--- src/rtl/fir_pkg.sv ---
// Shared constants and types for the FIR coefficient controller.
package fir_pkg;

    localparam int NUM_TAPS    = 32;
    localparam int COEF_W      = 12;
    localparam int ADDR_W      = 8;
    localparam int SYNC_STAGES = 2;
    localparam int TAP_W       = $clog2(NUM_TAPS);

    typedef enum logic [1:0] {
        IDLE,
        WRITE,
        RUN
    } coef_state_t;

    typedef logic [COEF_W-1:0] coef_t;

endpackage

--- src/rtl/pulse_sync.sv ---
// Flop-chain synchroniser for an asynchronous level, followed by
// a rising-edge detector giving a one-cycle pulse in the Clk domain.
module pulse_sync #(
    parameter int STAGES = 2
) (
    input  logic Clk,
    input  logic Reset_n,
    input  logic d,
    output logic rise
);

    logic [STAGES-1:0] sync_q;
    logic              last_q;

    always_ff @(posedge Clk or negedge Reset_n) begin
        if (!Reset_n) begin
            sync_q <= '0;
            last_q <= 1'b0;
        end else begin
            sync_q <= {sync_q[STAGES-2:0], d};
            last_q <= sync_q[STAGES-1];
        end
    end

    assign rise = sync_q[STAGES-1] & ~last_q;

endmodule

--- src/rtl/fir_coef_ctrl.sv ---
// FIR coefficient bank: SPI write/read-back, and one-tap-per-cycle
// sequencing to the MAC datapath with writes held off during a pass.
module fir_coef_ctrl
    import fir_pkg::*;
(
    input  logic              Clk,
    input  logic              Reset_n,
    input  logic              spi_load,
    input  logic [ADDR_W-1:0] spi_addr,
    input  logic [COEF_W-1:0] spi_wdata,
    input  logic [ADDR_W-1:0] spi_raddr,
    output logic [COEF_W-1:0] spi_rdata,
    input  logic              sample_valid,
    output logic              tap_valid,
    output logic [TAP_W-1:0]  tap_index,
    output logic [COEF_W-1:0] coef,
    output logic              tap_last,
    output logic              busy,
    input  logic              err_clr,
    output logic              addr_err,
    output logic              wr_overflow,
    output logic              smp_overrun
);

    localparam logic [ADDR_W-1:0] ADDR_LIM = ADDR_W'(NUM_TAPS);
    localparam logic [TAP_W-1:0]  TAP_MAX  = TAP_W'(NUM_TAPS - 1);

    coef_state_t      state_q;
    coef_state_t      state_d;
    coef_t            bank_q [NUM_TAPS];
    logic             wr_pend_q;
    logic [TAP_W-1:0] pend_addr_q;
    coef_t            pend_data_q;
    logic             smp_pend_q;
    logic [TAP_W-1:0] tap_cnt_q;

    logic spi_rise;
    logic wr_edge;
    logic bad_edge;
    logic ovf_evt;
    logic in_run;
    logic last_tap;
    logic enter_run;

    pulse_sync #(
        .STAGES (SYNC_STAGES)
    ) u_load_sync (
        .Clk     (Clk),
        .Reset_n (Reset_n),
        .d       (spi_load),
        .rise    (spi_rise)
    );

    assign wr_edge   = spi_rise & (spi_addr < ADDR_LIM);
    assign bad_edge  = spi_rise & ~(spi_addr < ADDR_LIM);
    // A write being committed this cycle is not lost, so not an overflow.
    assign ovf_evt   = wr_edge & wr_pend_q & (state_q != WRITE);
    assign in_run    = (state_q == RUN);
    assign last_tap  = (tap_cnt_q == TAP_MAX);
    assign enter_run = (state_q == IDLE) & (state_d == RUN);

    always_comb begin
        state_d = state_q;
        unique case (state_q)
            IDLE: begin
                if (wr_pend_q) begin
                    state_d = WRITE;
                end else if (smp_pend_q || sample_valid) begin
                    state_d = RUN;
                end
            end
            WRITE:   state_d = IDLE;
            RUN:     if (last_tap) state_d = IDLE;
            default: state_d = IDLE;
        endcase
    end

    always_ff @(posedge Clk or negedge Reset_n) begin
        if (!Reset_n) begin
            state_q     <= IDLE;
            wr_pend_q   <= 1'b0;
            pend_addr_q <= '0;
            pend_data_q <= '0;
            smp_pend_q  <= 1'b0;
            tap_cnt_q   <= '0;
        end else begin
            state_q <= state_d;
            if (wr_edge) begin
                pend_addr_q <= spi_addr[TAP_W-1:0];
                pend_data_q <= spi_wdata;
                wr_pend_q   <= 1'b1;
            end else if (state_q == WRITE) begin
                wr_pend_q <= 1'b0;
            end
            smp_pend_q <= enter_run ? 1'b0 : (smp_pend_q | sample_valid);
            if (enter_run) begin
                tap_cnt_q <= '0;
            end else if (in_run) begin
                tap_cnt_q <= tap_cnt_q + 1'b1;
            end
        end
    end

    always_ff @(posedge Clk or negedge Reset_n) begin
        if (!Reset_n) begin
            for (int i = 0; i < NUM_TAPS; i++) begin
                bank_q[i] <= '0;
            end
        end else if (state_q == WRITE) begin
            bank_q[pend_addr_q] <= pend_data_q;
        end
    end

    always_ff @(posedge Clk or negedge Reset_n) begin
        if (!Reset_n) begin
            spi_rdata <= '0;
            tap_valid <= 1'b0;
            tap_index <= '0;
            coef      <= '0;
            tap_last  <= 1'b0;
            busy      <= 1'b0;
        end else begin
            spi_rdata <= (spi_raddr < ADDR_LIM)
                       ? bank_q[spi_raddr[TAP_W-1:0]] : '0;
            tap_valid <= in_run;
            tap_index <= in_run ? tap_cnt_q : '0;
            coef      <= in_run ? bank_q[tap_cnt_q] : '0;
            tap_last  <= in_run & last_tap;
            busy      <= (state_q != IDLE);
        end
    end

    // New errors take precedence over a clear in the same cycle.
    always_ff @(posedge Clk or negedge Reset_n) begin
        if (!Reset_n) begin
            addr_err    <= 1'b0;
            wr_overflow <= 1'b0;
            smp_overrun <= 1'b0;
        end else begin
            addr_err    <= bad_edge | (addr_err & ~err_clr);
            wr_overflow <= ovf_evt | (wr_overflow & ~err_clr);
            smp_overrun <= (sample_valid & smp_pend_q)
                         | (smp_overrun & ~err_clr);
        end
    end

endmodule

--- config.mk ---
export PLATFORM = sky130hd
export DESIGN_NAME = fir_coef_ctrl
export DESIGN_NICKNAME = d
export VERILOG_FILES = /design/src/rtl/fir_pkg.sv /design/src/rtl/pulse_sync.sv /design/src/rtl/fir_coef_ctrl.sv
export SDC_FILE = /design/constraint.sdc
export NUM_CORES = 1
export LEC_CHECK = 0
export ABC_CLOCK_PERIOD_IN_PS = 5500
export BUFFER_PORTS_ARGS = -buffer_cell sky130_fd_sc_hd__buf_4
export CAP_MARGIN = 20
export CORE_MARGIN = 2
export CORE_UTILIZATION = 40
export CTS_CLUSTER_DIAMETER = 120
export DETAILED_ROUTE_END_ITERATION = 7
export GPL_TIMING_DRIVEN = 1
export SLEW_MARGIN = 20
export SYNTH_ARGS = -nofsm -noshare
export SYNTH_HDL_FRONTEND = slang
export SYNTH_HIERARCHICAL = 1
export SYNTH_SLANG_ARGS = --single-unit
--- constraint.sdc ---
create_clock -name Clk -period 5.5 [get_ports Clk]
set_input_delay 0 -clock Clk [delete_from_list [all_inputs] [get_ports Clk]]
set_output_delay 0 -clock Clk [all_outputs]
set_load 0.01 [all_outputs]
==> summary.md <==
| Metric | Value |
|---|---|
| Initial DRT Pass Iterations | `5` |
| Initial antenna violation count | `0` |
| Grt total ovfl | `0` |
| RSZ-0062 raised after global routing | `false` |
| Post-synthesis async set-or-reset flop share | `1.000` |
| Switching Share | `0.3104` |
| Worst Hold Launch | `spi_load` |
| Count leader, synth | `dfrtp_1` |
| Post-synth top area share | `0.4882` |
| Worst R2R Setup Slack | `2.20 ns` |
| Final WL | `64,260 um` |
| Internal Pwr Total | `6.755 mW` |
| WHS | `0.07436 ns` |
| Drt via density | `roughly 6` |
| Crit path buf inv count | `1` |
| Clock Pin Slew Worst Setup and Hold Paths | `0.06 ns` |
| Pre-CTS setup slack | `between 2 and 2.5 ns` |
| Ant. Diodes | `0` |
| Critical Path Stages | `6` |
| Critical path's slowest cell | `nand2b_1` |
| CP max FO | `16` |
| Critical Path Start Type | `flop` |
| Initial Util | `0.4057` |
| CTS root buffer | `clkbuf_16` |
| TritonCTS clock tree | `done` |
| Slew Limit Headroom | `0.2178` |
| Area post-placement | `23,990 sq um` |
| Synth cell count leaders | `dfrtp_1, mux2_2, mux4_2` |
| Placement row count | `87` |
| P_leak | `~12 nW` |
| Post-DP HPWL | `~39,000 um` |
| Post-synth EDFFs | `0` |
| Die Wd | `243.6 um` |
| Crit path launch | `state_q[0]$_DFF_PN0_` |
| Clk pwr share | `0.351` |
| Fill cells | `roughly 5,000` |
| Share of cells above drive strength 1 | `0.4502` |
| Syn. warnings | `6` |
| DR WL/cell | `27.10 um` |
| Finished Cell Area | `26,040 sq um` |
| Max Cap Viol | `0` |
| Drt drc | `0` |
| Pwr Total | `9.795 mW` |
| Number of buffers created by CTS | `50` |
| Total track usage | `0.2195` |
| Number of distinct library cells after synthesis | `42` |
| Post-synthesis cell area | `22,960 sq um` |
| First-pass GRT wire length | `97,150 um` |
| Critical Path End | `coef[0]$_DFF_PN0_` |
| Psw | `3.040 mW` |
| Cell count after synthesis | `1,543` |
| Delay-heaviest family, CP | `simple AND/OR/NAND/NOR gates` |
| FF-to-FF Start | `state_q[0]$_DFF_PN0_` |
| Std-Cell Core Area | `56,600 sq um` |
| Largest net degree at the start of global routing | `124` |
| Sequential fraction of design power | `0.434` |
| Mean Syn Cell Area | `14.88 sq um` |
| Fin nets | `between 1,500 and 2,000` |
| Die area | `about 60,000 sq um` |
| Max clock buf depth | `3` |
| Top FF cell, synth | `dfrtp_1` |
| Status | `finished clean` |
| Crit path time final | `around 3.3 ns` |
| R2r endpoint | `coef[0]$_DFF_PN0_` |
| Synthesized flop and latch total | `448` |
| CP arrival | `roughly 3.8 ns` |
| Worst skew pair latency | `0.60 ns` |
| Synth-to-Final Area Change | `13.41%` |
| Final clock skew | `0.01667 ns` |
| WHS Path Cells | `2` |
| Worst path cell trace | `nand2b_1 > inv_1 > nand2_1 > a31oi_1 > a21oi_1 > a211oi_1` |
| Via count | `approximately 14,000` |
| Fin. max-slew vios | `0` |
| Register area | `11,220 sq um` |
| Setup_tns | `0 ns` |
| Input/output buffers | `67` |
| Crit Path Category | `reg -> reg` |
| Hold crit path type | `in -> reg` |
| Register area share after synthesis | `0.4882` |
| Initial drt markers | `1,091` |
| Largest area contributor in the netlist | `dfrtp_1` |
| Peak VDD IR | `220.7 uV` |
| Resized cells post-CTS | `0` |
| Worst setup EP type | `flop` |
| Period Utilization, post-route | `0.6003` |
| Setup Buffers After CTS | `0` |
| Antenna-violating nets left | `0` |
| Least-Margin Pin Slew | `about 1.2 ns` |
| Fmax achieved | `0.3029 GHz` |
| R2R depth | `6` |
| Power Dens Cells | `376.1 nW/um^2` |
| CTS Sinks | `448` |
| Top area cells in the synthesized netlist | `dfrtp_1, mux2_2, mux4_2` |
| Vias in the first global route | `14,862` |
| Comb pwr share | `0.216` |
| Crit path setup slack, layout | `between 2 and 2.5 ns` |
| Mapped Nets | `1,578` |
| GPL Wtd Cong | `0.8050` |
| Final setup fails | `0` |
| Hold violation count in the final report | `0` |
| DIE HEIGHT | `243.6 um` |
| Max incr delay on CP | `0.69 ns` |
| H-Tree Depth | `2` |
| # IOs | `a little under 70` |
| CP Data Required Time | `5.98 ns` |
| Multi-input logic area | `10,990 sq um` |
## layout by cell type (no fill, tap or decap), drive strengths merged, types with 8 or more instances in the layout
master / count
and2: 8
a31oi: 12
o221ai: 10
dlygate4sd3: 30
clkbuf: 79
a21oi: 14
mux4: 180
dfrtp: 448
clkinv: 19
a22o: 24
mux2i: 60
nor2b: 20
nor2: 40
mux2: 384
buf: 100
a211oi: 24
a221oi: 22
nor3: 17
nand2: 81
## sequential cells by signal, summed over array words and instances (netlist names)
name and cells:
u_load_sync/sync_q 2, tap_cnt_q 5, smp_overrun 1, smp_pend_q 1
bank_q 384, coef 12, u_load_sync/last_q 1, spi_rdata 12
tap_valid 1, addr_err 1, pend_data_q 12, wr_overflow 1
tap_last 1, pend_addr_q 5, tap_index 5, busy 1
state_q 2, wr_pend_q 1
## area by class of cell
type | count | area share
tap | 756 | 0.03632
sequential | 448 | 0.4310
clock inverter | 12 | 0.005333
multi-input combinational | 929 | 0.4220
inverter | 17 | 0.002450
clock buffer | 79 | 0.05967
timing repair buffer | 130 | 0.04329
## per-layer routing
layer  vias to the layer above  GRT usage  part of all wire
met2                       520     0.3333              0.45
met1                      7682     0.3118              0.45
met5                         -          0                 0
li1                       5969          -                 -
met3                       117    0.04836             0.066
met4                         0    0.07712             0.034
## metrics by stage
step,std cells,util
floorplan,1543,-
global placement,2247,0.4238
detailed placement,2247,0.4238
CTS,2369,0.4594
global route,2371,0.4601
finish,2371,0.4601
## cell families after synthesis
kind of cell,count (synthesis),share of synthesized area
buf+inv,166,0.03400
compound gates,114,0.04065
simple gates,186,0.03705
flops,448,0.4882
mux,624,0.3979
xor+xnor,3,0.001144
fa+ha+maj,2,0.001090
## worst min-delay path by stage
stage                                      endpoint  slack [ns]
finish              u_load_sync/sync_q[0]$_DFF_PN0_        0.07
global placement            bank_q[308]$_DFFE_PN0P_        0.03
floorplan                        addr_err$_DFF_PN0_       -0.30
detailed placement          bank_q[308]$_DFFE_PN0P_        0.04
global route        u_load_sync/sync_q[0]$_DFF_PN0_        0.07
CTS                 u_load_sync/sync_q[0]$_DFF_PN0_        0.03
## power by group through the flow
stage	registers, mW	logic [mW]	clock network (mW)
after detailed placement	4.31	2.08	0
final	4.25	2.11	3.43
after global routing	4.32	2.25	3.64
after CTS	4.26	2.10	3.51
after global placement	4.30	2.06	0
after floorplan	3.89	1.67	0
## timing repair
action / CTS / global route
setup endpoints to repair: 0 / 0
hold buffers: 31 / 0
hold endpoints to repair: 111 / 0
(Power assumes the default switching activity.)
